File: config.mk
export PLATFORM = sky130hd
export DESIGN_NAME = aidc_lite_comp_ctrl
export DESIGN_NICKNAME = d
export VERILOG_FILES = /design/src/rtl/aidc_lite_pkg.sv /design/src/rtl/aidc_lite_credit_cnt.sv /design/src/rtl/aidc_lite_comp_ctrl.sv
export SDC_FILE = /design/constraint.sdc
export NUM_CORES = 1
export LEC_CHECK = 0
export CAP_MARGIN = 20
export CORE_MARGIN = 3
export CORE_UTILIZATION = 30
export CTS_BUF_LIST = sky130_fd_sc_hd__clkbuf_16
export DETAILED_ROUTE_END_ITERATION = 8
export PLACE_DENSITY = 0.57
export SYNTH_ARGS = -nofsm -noshare
export SYNTH_HDL_FRONTEND = slang
export SYNTH_HIERARCHICAL = 1
export SYNTH_SLANG_ARGS = --single-unit
export TNS_END_PERCENT = 5
File: constraint.sdc
create_clock -name clk -period 4.2 [get_ports clk]
set_input_delay 0.63 -clock clk [delete_from_list [all_inputs] [get_ports clk]]
set_output_delay 0.63 -clock clk [all_outputs]
set_load 0.005 [all_outputs]
File: src/rtl/aidc_lite_pkg.sv
// Shared types, sizes and helpers for the AIDC-Lite transfer sequencer.
package aidc_lite_pkg;

  localparam int unsigned BLK_BYTES = 128;
  localparam int unsigned BLK_SHIFT = 7;
  localparam int unsigned ADDR_W    = 32;
  localparam int unsigned SIZE_W    = 8;
  localparam int unsigned OUT_W     = 4;   // outstanding-block counter, MAX_OUT <= 15

  typedef enum logic [1:0] {
    IDLE  = 2'd0,
    RUN   = 2'd1,
    DRAIN = 2'd2
  } state_e;

  typedef logic [24:0] blk_cnt_t;

  // Round an address down to its 128-byte block base.
  function automatic logic [ADDR_W-1:0] blk_align(input logic [ADDR_W-1:0] addr);
    return {addr[ADDR_W-1:BLK_SHIFT], {BLK_SHIFT{1'b0}}};
  endfunction

  // A compressed block is 1..128 bytes; anything else is a protocol error.
  function automatic logic size_ok(input logic [SIZE_W-1:0] size);
    return (size != '0) && (size <= SIZE_W'(BLK_BYTES));
  endfunction

endpackage

File: src/rtl/aidc_lite_credit_cnt.sv
// Outstanding-block counter: up on issue, down on completion, limited to MAX_OUT.
module aidc_lite_credit_cnt
  import aidc_lite_pkg::*;
#(
  parameter int unsigned MAX_OUT = 4
) (
  input  logic             clk,
  input  logic             rst,
  input  logic             clr_i,
  input  logic             inc_i,
  input  logic             dec_i,
  output logic [OUT_W-1:0] cnt_o,
  output logic             has_credit_c_o
);

  logic [OUT_W-1:0] cnt_q, cnt_d;

  // Next count; simultaneous inc/dec cancel, decrement never underflows.
  // has_credit_c_o reflects the count after this edge so the caller can
  // register a request valid without a bubble.
  always_comb begin
    cnt_d = cnt_q;
    if (clr_i) begin
      cnt_d = '0;
    end else if (inc_i && !dec_i) begin
      cnt_d = cnt_q + OUT_W'(1);
    end else if (!inc_i && dec_i && (cnt_q != '0)) begin
      cnt_d = cnt_q - OUT_W'(1);
    end
    has_credit_c_o = (cnt_d < OUT_W'(MAX_OUT));
  end

  // Count register.
  always_ff @(posedge clk) begin
    if (rst) begin
      cnt_q <= '0;
    end else begin
      cnt_q <= cnt_d;
    end
  end

  assign cnt_o = cnt_q;

endmodule

File: src/rtl/aidc_lite_comp_ctrl.sv
// AIDC-Lite transfer sequencer: issues 128B block reads under a credit
// limit and accumulates compressed sizes into the packed write pointer.
module aidc_lite_comp_ctrl
  import aidc_lite_pkg::*;
#(
  parameter int unsigned MAX_OUT = 4,
  parameter int unsigned CNT_W   = 25
) (
  input  logic              clk,
  input  logic              rst,
  input  logic [ADDR_W-1:0] src_addr_i,
  input  logic [ADDR_W-1:0] dst_addr_i,
  input  logic [CNT_W-1:0]  len_i,
  input  logic              start_i,
  output logic              done_o,
  output logic              rd_req_valid_o,
  input  logic              rd_req_ready_i,
  output logic [ADDR_W-1:0] rd_req_addr_o,
  input  logic              blk_done_i,
  input  logic [SIZE_W-1:0] blk_size_i,
  output logic [ADDR_W-1:0] wr_addr_o,
  output logic [ADDR_W-1:0] comp_bytes_o
);

  state_e            state_q, state_d;
  logic [CNT_W-1:0]  blk_total_q, blk_total_d;
  logic [CNT_W-1:0]  issued_q, issued_d;
  logic [CNT_W-1:0]  completed_q, completed_d;
  logic [ADDR_W-1:0] rd_ptr_q, rd_ptr_d;
  logic [ADDR_W-1:0] wr_addr_q, wr_addr_d;
  logic [ADDR_W-1:0] comp_q, comp_d;
  logic              done_q, done_d;
  logic              valid_q, valid_d;

  logic              hs_c;
  logic              blk_ok_c;
  logic              start_go_c;
  logic [OUT_W-1:0]  out_cnt;
  logic              has_credit_c;

  // Outstanding-block credit tracking.
  aidc_lite_credit_cnt #(
    .MAX_OUT(MAX_OUT)
  ) u_credit (
    .clk           (clk),
    .rst           (rst),
    .clr_i         (start_go_c),
    .inc_i         (hs_c),
    .dec_i         (blk_ok_c),
    .cnt_o         (out_cnt),
    .has_credit_c_o(has_credit_c)
  );

  // Next-state, address generation and byte accounting.
  always_comb begin
    state_d     = state_q;
    blk_total_d = blk_total_q;
    issued_d    = issued_q;
    completed_d = completed_q;
    rd_ptr_d    = rd_ptr_q;
    wr_addr_d   = wr_addr_q;
    comp_d      = comp_q;
    done_d      = done_q;
    valid_d     = 1'b0;

    hs_c       = valid_q && rd_req_ready_i;
    start_go_c = (state_q == IDLE) && start_i;
    // Malformed completions are dropped without side effects.
    blk_ok_c   = blk_done_i && (state_q != IDLE) && (out_cnt != '0) && size_ok(blk_size_i);

    if (blk_ok_c) begin
      completed_d = completed_q + CNT_W'(1);
      wr_addr_d   = wr_addr_q + ADDR_W'(blk_size_i);
      comp_d      = comp_q + ADDR_W'(blk_size_i);
    end

    unique case (state_q)
      IDLE: begin
        if (start_i) begin
          blk_total_d = len_i;
          rd_ptr_d    = blk_align(src_addr_i);
          wr_addr_d   = dst_addr_i;
          comp_d      = '0;
          issued_d    = '0;
          completed_d = '0;
          // Empty job finishes immediately without leaving IDLE.
          done_d      = (len_i == '0);
          state_d     = (len_i == '0) ? IDLE : RUN;
        end
      end
      RUN: begin
        if (hs_c) begin
          issued_d = issued_q + CNT_W'(1);
          rd_ptr_d = rd_ptr_q + ADDR_W'(BLK_BYTES);
          if (issued_d == blk_total_q) begin
            state_d = DRAIN;
          end
        end
      end
      DRAIN: begin
        if (completed_d == blk_total_q) begin
          done_d  = 1'b1;
          state_d = IDLE;
        end
      end
      default: state_d = IDLE;
    endcase

    // A pending request holds until accepted; otherwise re-arm when work and credit remain.
    if (state_d == RUN) begin
      valid_d = (valid_q && !hs_c) || ((issued_d < blk_total_d) && has_credit_c);
    end
  end

  // State and datapath registers.
  always_ff @(posedge clk) begin
    if (rst) begin
      state_q     <= IDLE;
      blk_total_q <= '0;
      issued_q    <= '0;
      completed_q <= '0;
      rd_ptr_q    <= '0;
      wr_addr_q   <= '0;
      comp_q      <= '0;
      done_q      <= 1'b0;
      valid_q     <= 1'b0;
    end else begin
      state_q     <= state_d;
      blk_total_q <= blk_total_d;
      issued_q    <= issued_d;
      completed_q <= completed_d;
      rd_ptr_q    <= rd_ptr_d;
      wr_addr_q   <= wr_addr_d;
      comp_q      <= comp_d;
      done_q      <= done_d;
      valid_q     <= valid_d;
    end
  end

  assign done_o         = done_q;
  assign rd_req_valid_o = valid_q;
  assign rd_req_addr_o  = rd_ptr_q;
  assign wr_addr_o      = wr_addr_q;
  assign comp_bytes_o   = comp_q;

  // Completion interface protocol checks.
  a_done_ctx : assert property (@(posedge clk) disable iff (rst)
    blk_done_i |-> ((state_q != IDLE) && (out_cnt != '0)));
  a_done_size : assert property (@(posedge clk) disable iff (rst)
    blk_done_i |-> size_ok(blk_size_i));

endmodule

==> out/summary.json, run 1 <==
{
  "outcome": {
    "status": "completed"
  },
  "drt": {
    "maxUsedRoutingLayer": "met4",
    "route.final.wire_length_mm": 35.6,
    "dr_total_vias": 10900,
    "detail-route-antenna-nets": 0,
    "wl_met3_mm": 2.77,
    "drc": 0,
    "dr.first_iter.drc_count": 840,
    "wire_per_inst_um": 17.3,
    "met2_wirelength_mm": 16.0,
    "drt_pass1_iterations": 6,
    "routed_via_count_divided_by_cell_count": 5.33,
    "route.layer.met1.wl_mm": 16.2
  },
  "clock_network": {
    "clock_sink_count": 172,
    "tritoncts": "yes",
    "cts-htree-levels": 4,
    "clock_latency_ns": 0.45,
    "cts-root-buf": "clkbuf_16",
    "clk_pin_slew_worst_paths_ns": 0.07,
    "ctsLongestPathBuffers": 2,
    "buffers_inserted_during_post_cts_setup_optimization": 0,
    "cts_resized": 0,
    "numCtsBuffers": 17,
    "post_cts_hold_buffer_count": 0
  },
  "synthesis": {
    "fraction_of_registers_with_async_set_or_reset_after_synthesis_pct": 0,
    "ys.flop_type": "dfxtp_1",
    "synth_top_area_share_pct": 31.1,
    "synth_enable_flop_cells": 0,
    "synth_common_cells": "nor2_1, dfxtp_1, nand2_1, a21oi_1, o21ai_0",
    "synth_seq_area_share_pct": 31.1,
    "synth_compound_area_share_pct": 18.9,
    "post_synth_adder_cell_area_pct": 5.45,
    "yosys_warnings": 6,
    "postSynthAreaPerCell_sq_um": 7.74,
    "yosysTopAreaCell": "dfxtp_1",
    "synthesis.area_sq_um": 11100,
    "synth.ff_latch_count": 172,
    "synth.top_cells.by_area": "dfxtp_1, nor2_1, xnor2_1, ha_1, nand2_1",
    "basic_gate_share_of_the_synthesized_area_counting_and_or_nand_and_nor_cells_pct": 27.8,
    "yosys.area_share.xor_xnor_pct": 9.58,
    "yosys.cell_types.count": 78,
    "synthesis.instances": 1430,
    "synth_top_family_by_area": "simple AND/OR/NAND/NOR gates",
    "fraction_of_synthesized_area_in_multiplexers_pct": 2.35,
    "yosys.cell_count.top_type": "nor2_1"
  },
  "die": {
    "initial_core_util_pct": 30.8,
    "die-width_um": 198,
    "die_area_sq_um": 39200,
    "placeableCoreArea_sq_um": 35900,
    "dieHeight_um": 198,
    "placement_rows": 69,
    "io_pins": 200
  },
  "global_routing": {
    "antenna_found_initial": 0,
    "grt_remaining_overflow": 0,
    "grtUsageTotal_pct": 17.8,
    "largest_net_degree_at_the_start_of_global_routing": 60,
    "grt_pass1_wl_mm": 55.8,
    "first_global_vias": 10200
  },
  "hold_path": {
    "min_delay_worst_endpoint": "comp_bytes_o[4]$_SDFF_PP0_",
    "worst_hold_stages": 2,
    "worst_hold_path_type": "reg -> reg",
    "hold_path.startpoint": "comp_bytes_o[4]$_SDFF_PP0_"
  },
  "critical_path": {
    "timing.critical_path.from": "issued_q[0]$_SDFF_PP0_",
    "crit_path_end_kind": "flop",
    "crit_chain": "ha_1 -> nand4_1 -> nor4_2 -> buf_4 -> nand2_1 -> o31ai_1 -> ha_1 -> a21o_1 -> a21o_1 -> a21oi_1 -> o21ai_0 -> a2111oi_0 -> nor2_1 -> a311oi_1",
    "r2r-end": "rd_req_valid_o$_SDFF_PP0_",
    "critPathMaxFanout": 13,
    "crit_arrival_ns": 4.17,
    "critical_path.reg2reg.startpoint": "issued_q[0]$_SDFF_PP0_",
    "critical_path_class": "reg -> reg",
    "crit_required_ns": 4.55,
    "critical_path.max_stage_delay_ns": 0.46,
    "ff2ff_path_depth": 14,
    "start_kind": "flop",
    "reg2reg_setup_slack_ns": 0.37,
    "crit_slowest_cell": "dfxtp_1"
  },
  "cells_and_area": {
    "layout-drive-gt1-share_pct": 4.78,
    "layout.nets": 1725,
    "ff_latch_area_sq_um": 3440,
    "area_of_combinational_cells_with_multiple_inputs_sq_um": 7130,
    "final.fill_count": 3734,
    "diodes": 0,
    "final_core_utilization_pct": 38.8,
    "area_overhead_of_the_layout_relative_to_synthesis_pct": 25.9
  },
  "sta": {
    "final.setup.worst_slack_ns": 0.372,
    "timing.final.crit_period_ns": 3.83,
    "timing.final.setup_violations": 0,
    "finalMaxSlewViolations": 0,
    "max_slew_margin_pct": 48.9,
    "finalHoldViolations": 0,
    "min_period_over_period_pct": 91.2,
    "timing.clock.skew_ns": 0.0125,
    "setup_repair_after_global_routing_missed_its_margin": "false",
    "tightestPinTransition_ns": 0.760,
    "timing.fmax_mhz": 261,
    "setup_total_negative_slack_ns": 0
  },
  "power": {
    "fin_total_pwr_mw": 4.02,
    "leakage_nw": 5.04,
    "power_per_cell_area_nw_per_um2": 288,
    "vdd_drop_max_uv": 293
  },
  "placed_design": {
    "port-buffer-count": 185,
    "pre_cts_slack_ns": 0.294,
    "gp_congestion": 0.915,
    "dp.final_hpwl_mm": 26.4
  },
  "flow_run": {
    "cap_violations": 0
  }
}
==> worst max-delay path by stage <==
| stage | slack (ns) | endpoint |
|---|---|---|
| 2_1_floorplan | 0.40 | rd_req_valid_o$_SDFF_PP0_ |
| 3_3_place_gp | 0.30 | rd_req_valid_o$_SDFF_PP0_ |
| 3_5_place_dp | 0.29 | state_q[1]$_SDFF_PP0_ |
| 4_1_cts | 0.42 | rd_req_valid_o$_SDFF_PP0_ |
| 5_1_grt | 0.04 | rd_req_valid_o$_SDFF_PP0_ |
| 6_report | 0.37 | rd_req_valid_o$_SDFF_PP0_ |
==> cells by family after synthesis <==
group	Yosys count
AO/OA/AOI/OAI	324
XOR/XNOR	121
adder cells (fa/ha/maj)	47
buffers and inverters	123
flip-flops	172
multiplexers	26
other	1
AND/OR/NAND/NOR	616
==> report_power, final <==
part	switching, mW	internal, mW
Sequential	0.0871	1.69
Clock	0.721	0.874
Combinational	0.324	0.323
==> layer usage <==
metal | vias up | GRT usage (%)
met3 | 42 | 4.70
met2 | 361 | 27.5
li1 | 5415 | -
met4 | 0 | 4.59
met1 | 5115 | 24.6
met5 | - | 0
==> worst max-delay path, delay by kind of cell, from the launching register on <==
family,cells,cell delay (ns)
AO/OA/AOI/OAI,7,1.64
adder cells (fa/ha/maj),2,0.63
buffers and inverters,1,0.24
flip-flops,1,0.46
AND/OR/NAND/NOR,4,0.75
==> flip-flops by register name, summed over array words and instances, names as in the netlist <==
signal / cells
blk_total_q: 25
state_q: 2
rd_req_valid_o: 1
rd_req_addr_o: 25
completed_q: 25
comp_bytes_o: 32
issued_q: 25
done_o: 1
u_credit/cnt_o: 4
wr_addr_o: 32
==> layout make-up <==
| class | count | area share [%] |
|---|---|---|
| repair buffers | 211 | 14.9 |
| clock inverters | 15 | 1.06 |
| flip-flops and latches | 172 | 24.7 |
| multi-input cells | 1141 | 51.2 |
| inverters | 33 | 0.889 |
| clock buffers | 17 | 3.05 |
| well taps | 461 | 4.14 |
==> layout by cell type (no fill, tap or decap), types with 32 or more instances in the layout <==
cell	n
nor2_1	188
clkdlybuf4s50_1	184
dfxtp_1	172
nand2_1	127
a21oi_1	86
o21ai_0	78
xnor2_1	67
nand3_1	60
xor2_1	54
ha_1	45
nand4_1	38
nor2b_1	36
inv_1	32
a211oi_1	32
==> through the flow <==
| stage | area (sq um) | hold slack (ns) | std cells |
|---|---|---|---|
| detailed placement | 13400 | 0.469 | 2018 |
| global route | 13900 | 0.508 | 2050 |
| global placement | 13400 | 0.463 | 2018 |
| finish | 13900 | 0.476 | 2050 |
| CTS | 13900 | 0.482 | 2050 |
| floorplan | 11100 | 0.464 | 1436 |
(Power assumes the default switching activity.)
==> run 2: changes to the inputs <==
Settings changed: CORE_MARGIN 3 to not set.
Clock period 4.2 ns to 4.8 ns, I/O delays scaled along.
==> out/summary.json, run 2 (synthesized netlist as in run 1, its figures left out) <==
{
  "outcome": {
    "status": "completed"
  },
  "drt": {
    "wire_per_inst": {"value": 17.2, "unit": "um", "change": "-0.64%"},
    "route.final.wire_length": {"value": 35.3, "unit": "mm", "change": "-0.79%"},
    "routed_via_count_divided_by_cell_count": {"value": 5.37, "change": "+0.62%"},
    "drt_pass1_iterations": {"value": 5, "change": "-1"},
    "dr_total_vias": {"value": 11000, "change": "+0.48%"},
    "drc": {"value": 0, "change": "unchanged"},
    "detail-route-antenna-nets": {"value": 0, "change": "unchanged"},
    "dr.first_iter.drc_count": {"value": 674, "change": "-20%"}
  },
  "global_routing": {
    "grtUsageTotal": {"value": 18.5, "unit": "%", "change": "+0.74 points"},
    "largest_net_degree_at_the_start_of_global_routing": {"value": 63, "change": "+5.0%"},
    "gr-max-usage-layer": "met2",
    "antenna_found_initial": {"value": 0, "change": "unchanged"},
    "grt_remaining_overflow": {"value": 0, "change": "unchanged"},
    "global_route.usage.met1": {"value": 24.8, "unit": "%", "change": "+0.26 points"},
    "globalRouteMet3Util": {"value": 4.19, "unit": "%", "change": "-0.50 points"},
    "first_global_vias": {"value": 10300, "change": "+0.42%"},
    "grt_pass1_wl": {"value": 55.8, "unit": "mm", "change": "about the same"},
    "grt.met2_usage": {"value": 29.0, "unit": "%", "change": "+1.5 points"}
  },
  "power": {
    "switchingPower": {"value": 993, "unit": "uW", "change": "-12%"},
    "pwr-share-seq": {"value": 42.2, "unit": "%", "change": "-2.0 points"},
    "internal-power": {"value": 2.69, "unit": "mW", "change": "-6.7%"},
    "vdd_drop_max": {"value": 247, "unit": "uV", "change": "-16%"},
    "power_per_cell_area": {"value": 264, "unit": "nW/um^2", "change": "-8.5%"},
    "switching_share": {"value": 27.0, "unit": "%", "change": "-1.2 points"},
    "leakage": {"value": 5.06, "unit": "nW", "change": "+0.39%"},
    "clockPowerShare": {"value": 42.6, "unit": "%", "change": "+2.9 points"},
    "comb_power_share": {"value": 15.2, "unit": "%", "change": "-0.9 points"}
  },
  "critical_path": {
    "reg2reg_setup_slack": {"value": 0.97, "unit": "ns", "change": "+0.60 ns"},
    "timing.critical_path.from": "issued_q[0]$_SDFF_PP0_",
    "start_kind": "flop",
    "ff2ff_path_depth": {"value": 14, "change": "unchanged"},
    "critical_path.max_stage_delay": {"value": 0.48, "unit": "ns", "change": "+0.02 ns"},
    "r2r-end": "rd_req_valid_o$_SDFF_PP0_",
    "crit_arrival": {"value": 4.19, "unit": "ns", "change": "+0.02 ns"},
    "critPathMaxFanout": {"value": 13, "change": "unchanged"},
    "crit_chain": "ha_1 -> nand4_1 -> nor4_2 -> buf_4 -> nand2_1 -> o31ai_1 -> ha_1 -> a21o_1 -> a21o_1 -> a21oi_1 -> o21ai_0 -> a2111oi_0 -> nor2_1 -> a311oi_1",
    "crit_slowest_cell": "a2111oi_0",
    "crit_required": {"value": 5.16, "unit": "ns", "change": "+0.61 ns"},
    "worstSetupEndpoint": "rd_req_valid_o$_SDFF_PP0_",
    "critical_path.reg2reg.startpoint": "issued_q[0]$_SDFF_PP0_",
    "critical_path_class": "reg -> reg",
    "crit_path_end_kind": "flop"
  },
  "sta": {
    "timing.fmax": {"value": 261, "unit": "MHz", "change": "about the same"},
    "finalMaxSlewViolations": {"value": 0, "change": "unchanged"},
    "setup_repair_after_global_routing_missed_its_margin": "false",
    "min_period_over_period": {"value": 79.7, "unit": "%", "change": "-11 points"},
    "setup_total_negative_slack": {"value": 0, "unit": "ns", "change": "unchanged"},
    "tightestPinTransition": {"value": 0.778, "unit": "ns", "change": "+0.0184 ns"},
    "timing.clock.skew": {"value": 0.0126, "unit": "ns", "change": "+0.000122 ns"},
    "max_slew_margin": {"value": 47.7, "unit": "%", "change": "-1.2 points"},
    "timing.final.crit_period": {"value": 3.83, "unit": "ns", "change": "-0.00271 ns"},
    "timing.final.setup_violations": {"value": 0, "change": "unchanged"},
    "finalHoldViolations": {"value": 0, "change": "unchanged"},
    "hold_slack_final": {"value": 0.479, "unit": "ns", "change": "+0.00264 ns"}
  },
  "cells_and_area": {
    "area_of_combinational_cells_with_multiple_inputs": {"value": 7130, "unit": "sq um", "change": "unchanged"},
    "final_common_cell": "nor2_1",
    "layout.nets": {"value": 1722, "change": "-0.17%"},
    "layout-drive-gt1-share": {"value": 4.85, "unit": "%", "change": "+0.072 points"},
    "diodes": {"value": 0, "change": "unchanged"},
    "final.fill_count": {"value": 3725, "change": "-0.24%"},
    "ff_latch_area": {"value": 3440, "unit": "sq um", "change": "unchanged"},
    "final_cell_mix": "nor2_1, clkdlybuf4s50_1, dfxtp_1, nand2_1, a21oi_1",
    "area_overhead_of_the_layout_relative_to_synthesis_pct": 26.2
  },
  "clock_network": {
    "buffers_inserted_during_post_cts_setup_optimization": {"value": 0, "change": "unchanged"},
    "cts-root-buf": "clkbuf_16",
    "clock_sink_count": {"value": 172, "change": "unchanged"},
    "cts_resized": {"value": 0, "change": "unchanged"},
    "clk_pin_slew_worst_paths": {"value": 0.08, "unit": "ns", "change": "about the same"},
    "numCtsBuffers": {"value": 17, "change": "unchanged"},
    "cts-htree-levels": {"value": 4, "change": "unchanged"},
    "post_cts_hold_buffer_count": {"value": 0, "change": "unchanged"},
    "tritoncts": "yes",
    "ctsLongestPathBuffers": {"value": 2, "change": "unchanged"},
    "clock_latency": {"value": 0.45, "unit": "ns", "change": "about the same"}
  },
  "placed_design": {
    "dp.final_hpwl": {"value": 26.2, "unit": "mm", "change": "-0.70%"},
    "gp_congestion": {"value": 0.883, "change": "-3.4%"},
    "port-buffer-count": {"value": 185, "change": "unchanged"}
  },
  "flow_run": {
    "cap_violations": {"value": 0, "change": "unchanged"}
  },
  "hold_path": {
    "worst_hold_path_type": "reg -> reg",
    "hold_path.startpoint": "comp_bytes_o[4]$_SDFF_PP0_"
  },
  "die": {
    "die_area": {"value": 37600, "unit": "sq um", "change": "-4.0%"},
    "initial_core_util": {"value": 30.8, "unit": "%", "change": "unchanged"},
    "io_pins": {"value": 200, "change": "unchanged"},
    "placement_rows": {"value": 69, "change": "unchanged"},
    "die-width": {"value": 194, "unit": "um", "change": "-2.0%"},
    "dieHeight": {"value": 194, "unit": "um", "change": "-2.0%"},
    "placeableCoreArea": {"value": 35900, "unit": "sq um", "change": "unchanged"}
  }
}
run 2: worst max-delay path, delay by kind of cell (launching register included):
family,cells,cell delay (ns)
compound gates,7,1.69
simple gates,4,0.74
fa+ha+maj,2,0.63
flops,1,0.45
buf+inv,1,0.24
run 2: worst min-delay path by stage:
stage                                  to  depth (start not counted)
6_report       comp_bytes_o[4]$_SDFF_PP0_                          2
5_1_grt        comp_bytes_o[7]$_SDFF_PP0_                          2
4_1_cts        comp_bytes_o[4]$_SDFF_PP0_                          2
3_5_place_dp   comp_bytes_o[4]$_SDFF_PP0_                          2
3_3_place_gp   comp_bytes_o[7]$_SDFF_PP0_                          2
2_1_floorplan  comp_bytes_o[3]$_SDFF_PP0_                          2
run 2: power by group through the flow:
| stage | clock [mW] | sequential [mW] | combinational [mW] |
|---|---|---|---|
| 5_1_grt | 1.68 | 1.56 | 0.617 |
| 3_3_place_gp | 0 | 1.59 | 0.557 |
| 3_5_place_dp | 0 | 1.59 | 0.561 |
| 2_1_floorplan | 0 | 1.56 | 0.311 |
| 4_1_cts | 1.61 | 1.55 | 0.565 |
| 6_report | 1.57 | 1.56 | 0.561 |
run 2: stage by stage:
step	power, mW	cells	setup slack, ns	util (%)	instance area [sq um]
floorplan	1.87	1436	0.913	-	11100
global placement	2.14	2015	0.731	37.0	13300
detailed placement	2.15	2015	0.638	37.0	13300
CTS	3.73	2047	1.02	38.9	14000
global route	3.86	2047	0.610	38.9	14000
finish	3.69	2047	0.974	38.9	14000
run 2: area by class of cell:
type	count	share of cell area, %
clock buffers	17	3.05
clock inverters	15	1.68
inverters	33	0.887
multi-input cells	1141	51.1
flip-flops and latches	172	24.7
well taps	461	4.13
repair buffers	208	14.5
run 2: layer usage:
layer | wire length (um) | vias up
met5 | 0 | -
met4 | 833 | 0
met3 | 2070 | 48
met2 | 15800 | 315
met1 | 16600 | 5205
li1 | - | 5417
==> run 3: changes to the inputs <==
Clock period 4.8 ns to 3.97 ns, I/O delays scaled along.
==> out/summary.json, run 3 (synthesized netlist as in run 1, its figures left out) <==
{
  "outcome": {
    "status": "completed"
  },
  "die": {
    "dieHeight": {"value": 194, "unit": "um", "change": "unchanged"},
    "placement_rows": {"value": 69, "change": "unchanged"},
    "io_pins": {"value": 200, "change": "unchanged"},
    "placeableCoreArea": {"value": 35900, "unit": "sq um", "change": "unchanged"},
    "die_area": {"value": 37600, "unit": "sq um", "change": "unchanged"},
    "die-width": {"value": 194, "unit": "um", "change": "unchanged"},
    "initial_core_util": {"value": 30.8, "unit": "%", "change": "unchanged"}
  },
  "drt": {
    "dr_total_vias": {"value": 10900, "change": "-0.68%"},
    "dr.first_iter.drc_count": {"value": 815, "change": "+21%"},
    "routed_via_count_divided_by_cell_count": {"value": 5.28, "change": "-1.6%"},
    "wire_per_inst": {"value": 17.3, "unit": "um", "change": "+0.30%"},
    "drt_pass1_iterations": {"value": 5, "change": "unchanged"},
    "route.final.wire_length": {"value": 35.7, "unit": "mm", "change": "+1.3%"},
    "detail-route-antenna-nets": {"value": 0, "change": "unchanged"},
    "drc": {"value": 0, "change": "unchanged"}
  },
  "sta": {
    "timing.final.crit_period": {"value": 3.63, "unit": "ns", "change": "-0.193 ns"},
    "setup_repair_after_global_routing_missed_its_margin": "false",
    "setup_total_negative_slack": {"value": 0, "unit": "ns", "change": "unchanged"},
    "max_slew_margin": {"value": 47.0, "unit": "%", "change": "-0.69 points"},
    "timing.final.setup_violations": {"value": 0, "change": "unchanged"},
    "finalHoldViolations": {"value": 0, "change": "unchanged"},
    "min_period_over_period": {"value": 91.5, "unit": "%", "change": "+12 points"},
    "tightestPinTransition": {"value": 0.788, "unit": "ns", "change": "+0.0103 ns"},
    "final.setup.worst_slack": {"value": 0.337, "unit": "ns", "change": "-0.637 ns"},
    "hold_slack_final": {"value": 0.482, "unit": "ns", "change": "+0.00318 ns"},
    "finalMaxSlewViolations": {"value": 0, "change": "unchanged"},
    "timing.clock.skew": {"value": 0.0128, "unit": "ns", "change": "+0.000131 ns"},
    "timing.fmax": {"value": 275, "unit": "MHz", "change": "+5.3%"}
  },
  "critical_path": {
    "crit_required": {"value": 4.33, "unit": "ns", "change": "-0.83 ns"},
    "crit_path_end_kind": "flop",
    "critical_path_class": "reg -> reg",
    "start_kind": "flop",
    "crit_chain": "ha_1 -> nand4_1 -> nor4_2 -> buf_4 -> nand2_1 -> o31ai_1 -> ha_1 -> a21o_1 -> a21o_1 -> a21oi_1 -> o21ai_0 -> a2111oi_0 -> nor2_1 -> a311oi_1",
    "critPathMaxFanout": {"value": 13, "change": "unchanged"},
    "crit_slowest_cell": "a2111oi_0",
    "crit_arrival": {"value": 3.99, "unit": "ns", "change": "-0.20 ns"},
    "critical_path.max_stage_delay": {"value": 0.45, "unit": "ns", "change": "-0.03 ns"}
  },
  "clock_network": {
    "clk_pin_slew_worst_paths": {"value": 0.08, "unit": "ns", "change": "about the same"},
    "clock_sink_count": {"value": 172, "change": "unchanged"},
    "tritoncts": "yes",
    "cts-htree-levels": {"value": 4, "change": "unchanged"},
    "numCtsBuffers": {"value": 17, "change": "unchanged"},
    "cts-root-buf": "clkbuf_16",
    "ctsLongestPathBuffers": {"value": 2, "change": "unchanged"},
    "clock_latency": {"value": 0.45, "unit": "ns", "change": "about the same"}
  },
  "global_routing": {
    "grtUsageTotal": {"value": 18.6, "unit": "%", "change": "+0.062 points"},
    "grt_remaining_overflow": {"value": 0, "change": "unchanged"},
    "antenna_found_initial": {"value": 0, "change": "unchanged"},
    "grt_pass1_wl": {"value": 56.0, "unit": "mm", "change": "+0.46%"},
    "largest_net_degree_at_the_start_of_global_routing": {"value": 60, "change": "-4.8%"},
    "first_global_vias": {"value": 10200, "change": "-1.2%"}
  },
  "placed_design": {
    "gp_congestion": {"value": 0.922, "change": "+4.4%"},
    "pre_cts_slack": {"value": 0.148, "unit": "ns", "change": "-0.489 ns"},
    "port-buffer-count": {"value": 185, "change": "unchanged"},
    "dpl-instance-area": {"value": 13500, "unit": "sq um", "change": "+1.3%"},
    "dp.final_hpwl": {"value": 26.5, "unit": "mm", "change": "+1.1%"},
    "placedCellCount": {"value": 2035, "change": "+0.99%"}
  },
  "flow_run": {
    "cap_violations": {"value": 0, "change": "unchanged"}
  },
  "cells_and_area": {
    "finish.cell_count_without_fillers": {"value": 2067, "change": "+0.98%"},
    "final_common_cell": "nor2_1",
    "final_cell_mix": "nor2_1, clkdlybuf4s50_1, dfxtp_1, nand2_1, a21oi_1",
    "fin_area": {"value": 14000, "unit": "sq um", "change": "+0.47%"},
    "diodes": {"value": 0, "change": "unchanged"},
    "layout.nets": {"value": 1742, "change": "+1.2%"},
    "layout-drive-gt1-share": {"value": 5.92, "unit": "%", "change": "+1.1 points"},
    "area_overhead_of_the_layout_relative_to_synthesis_pct": 26.7,
    "final_core_utilization": {"value": 39.0, "unit": "%", "change": "+0.18 points"}
  },
  "power": {
    "leakage": {"value": 5.12, "unit": "nW", "change": "+1.1%"},
    "vdd_drop_max": {"value": 304, "unit": "uV", "change": "+23%"},
    "fin_total_pwr": {"value": 4.21, "unit": "mW", "change": "+14%"},
    "power_per_cell_area": {"value": 300, "unit": "nW/um^2", "change": "+14%"}
  },
  "hold_path": {
    "worst_hold_path_type": "reg -> reg"
  }
}
-- run 3: cell count changes in the layout (fill, tap and decap cells not counted), sizes merged --
cell	before	now
buf	24	44
clkinv	6	8
clkinvlp	0	3
bufinv	5	1
inv	37	36
-- run 3: worst paths after layout --
| path | from | end | slack, ns | depth (start not counted) |
|---|---|---|---|---|
| worst min register to register | comp_bytes_o[7]$_SDFF_PP0_ | comp_bytes_o[7]$_SDFF_PP0_ | 0.48 | 2 |
| worst min-delay path | comp_bytes_o[7]$_SDFF_PP0_ | comp_bytes_o[7]$_SDFF_PP0_ | 0.48 | 2 |
| worst max register to register | issued_q[0]$_SDFF_PP0_ | rd_req_valid_o$_SDFF_PP0_ | 0.34 | 14 |
| worst max-delay path | issued_q[0]$_SDFF_PP0_ | rd_req_valid_o$_SDFF_PP0_ | 0.34 | 14 |
-- run 3: power breakdown --
part           switching (mW)  internal, mW  total [mW]
clock                   0.782         0.861        1.64
sequential             0.0933          1.79        1.88
combinational           0.341         0.347       0.688
-- run 3: what timing repair did --
| item | in CTS | in global routing |
|---|---|---|
| setup buffers | 0 | 0 |
| hold buffers | 0 | 0 |
| endpoints found under the setup margin | 0 | 1 |
| resized for setup | 0 | 1 |
-- run 3: layer usage --
metal  up-vias  share of wire, %  global-route usage [%]
met5         -                 0                       0
met1      5106                46                    24.5
met3        53               6.7                    5.03
met2       312                45                    29.2
li1       5439                 -                       -
met4         0               2.3                    5.88
-- run 3: cell type report --
cell class,count,area (sq um)
inverters,33,124
repair buffers,228,2200
fillers,3686,21900
well taps,461,577
multi-input cells,1141,7130
clock buffers,17,425
clock inverters,15,123
flip-flops and latches,172,3440
-- run 3: worst max-delay path, delay by kind of cell, from the launching register on --
| kind | cells | cell delay [ns] |
|---|---|---|
| AOI/OAI and AO/OA | 7 | 1.62 |
| and+or+nand+nor | 4 | 0.78 |
| adders and majority gates | 2 | 0.50 |
| DFF | 1 | 0.40 |
| buffers and inverters | 1 | 0.25 |
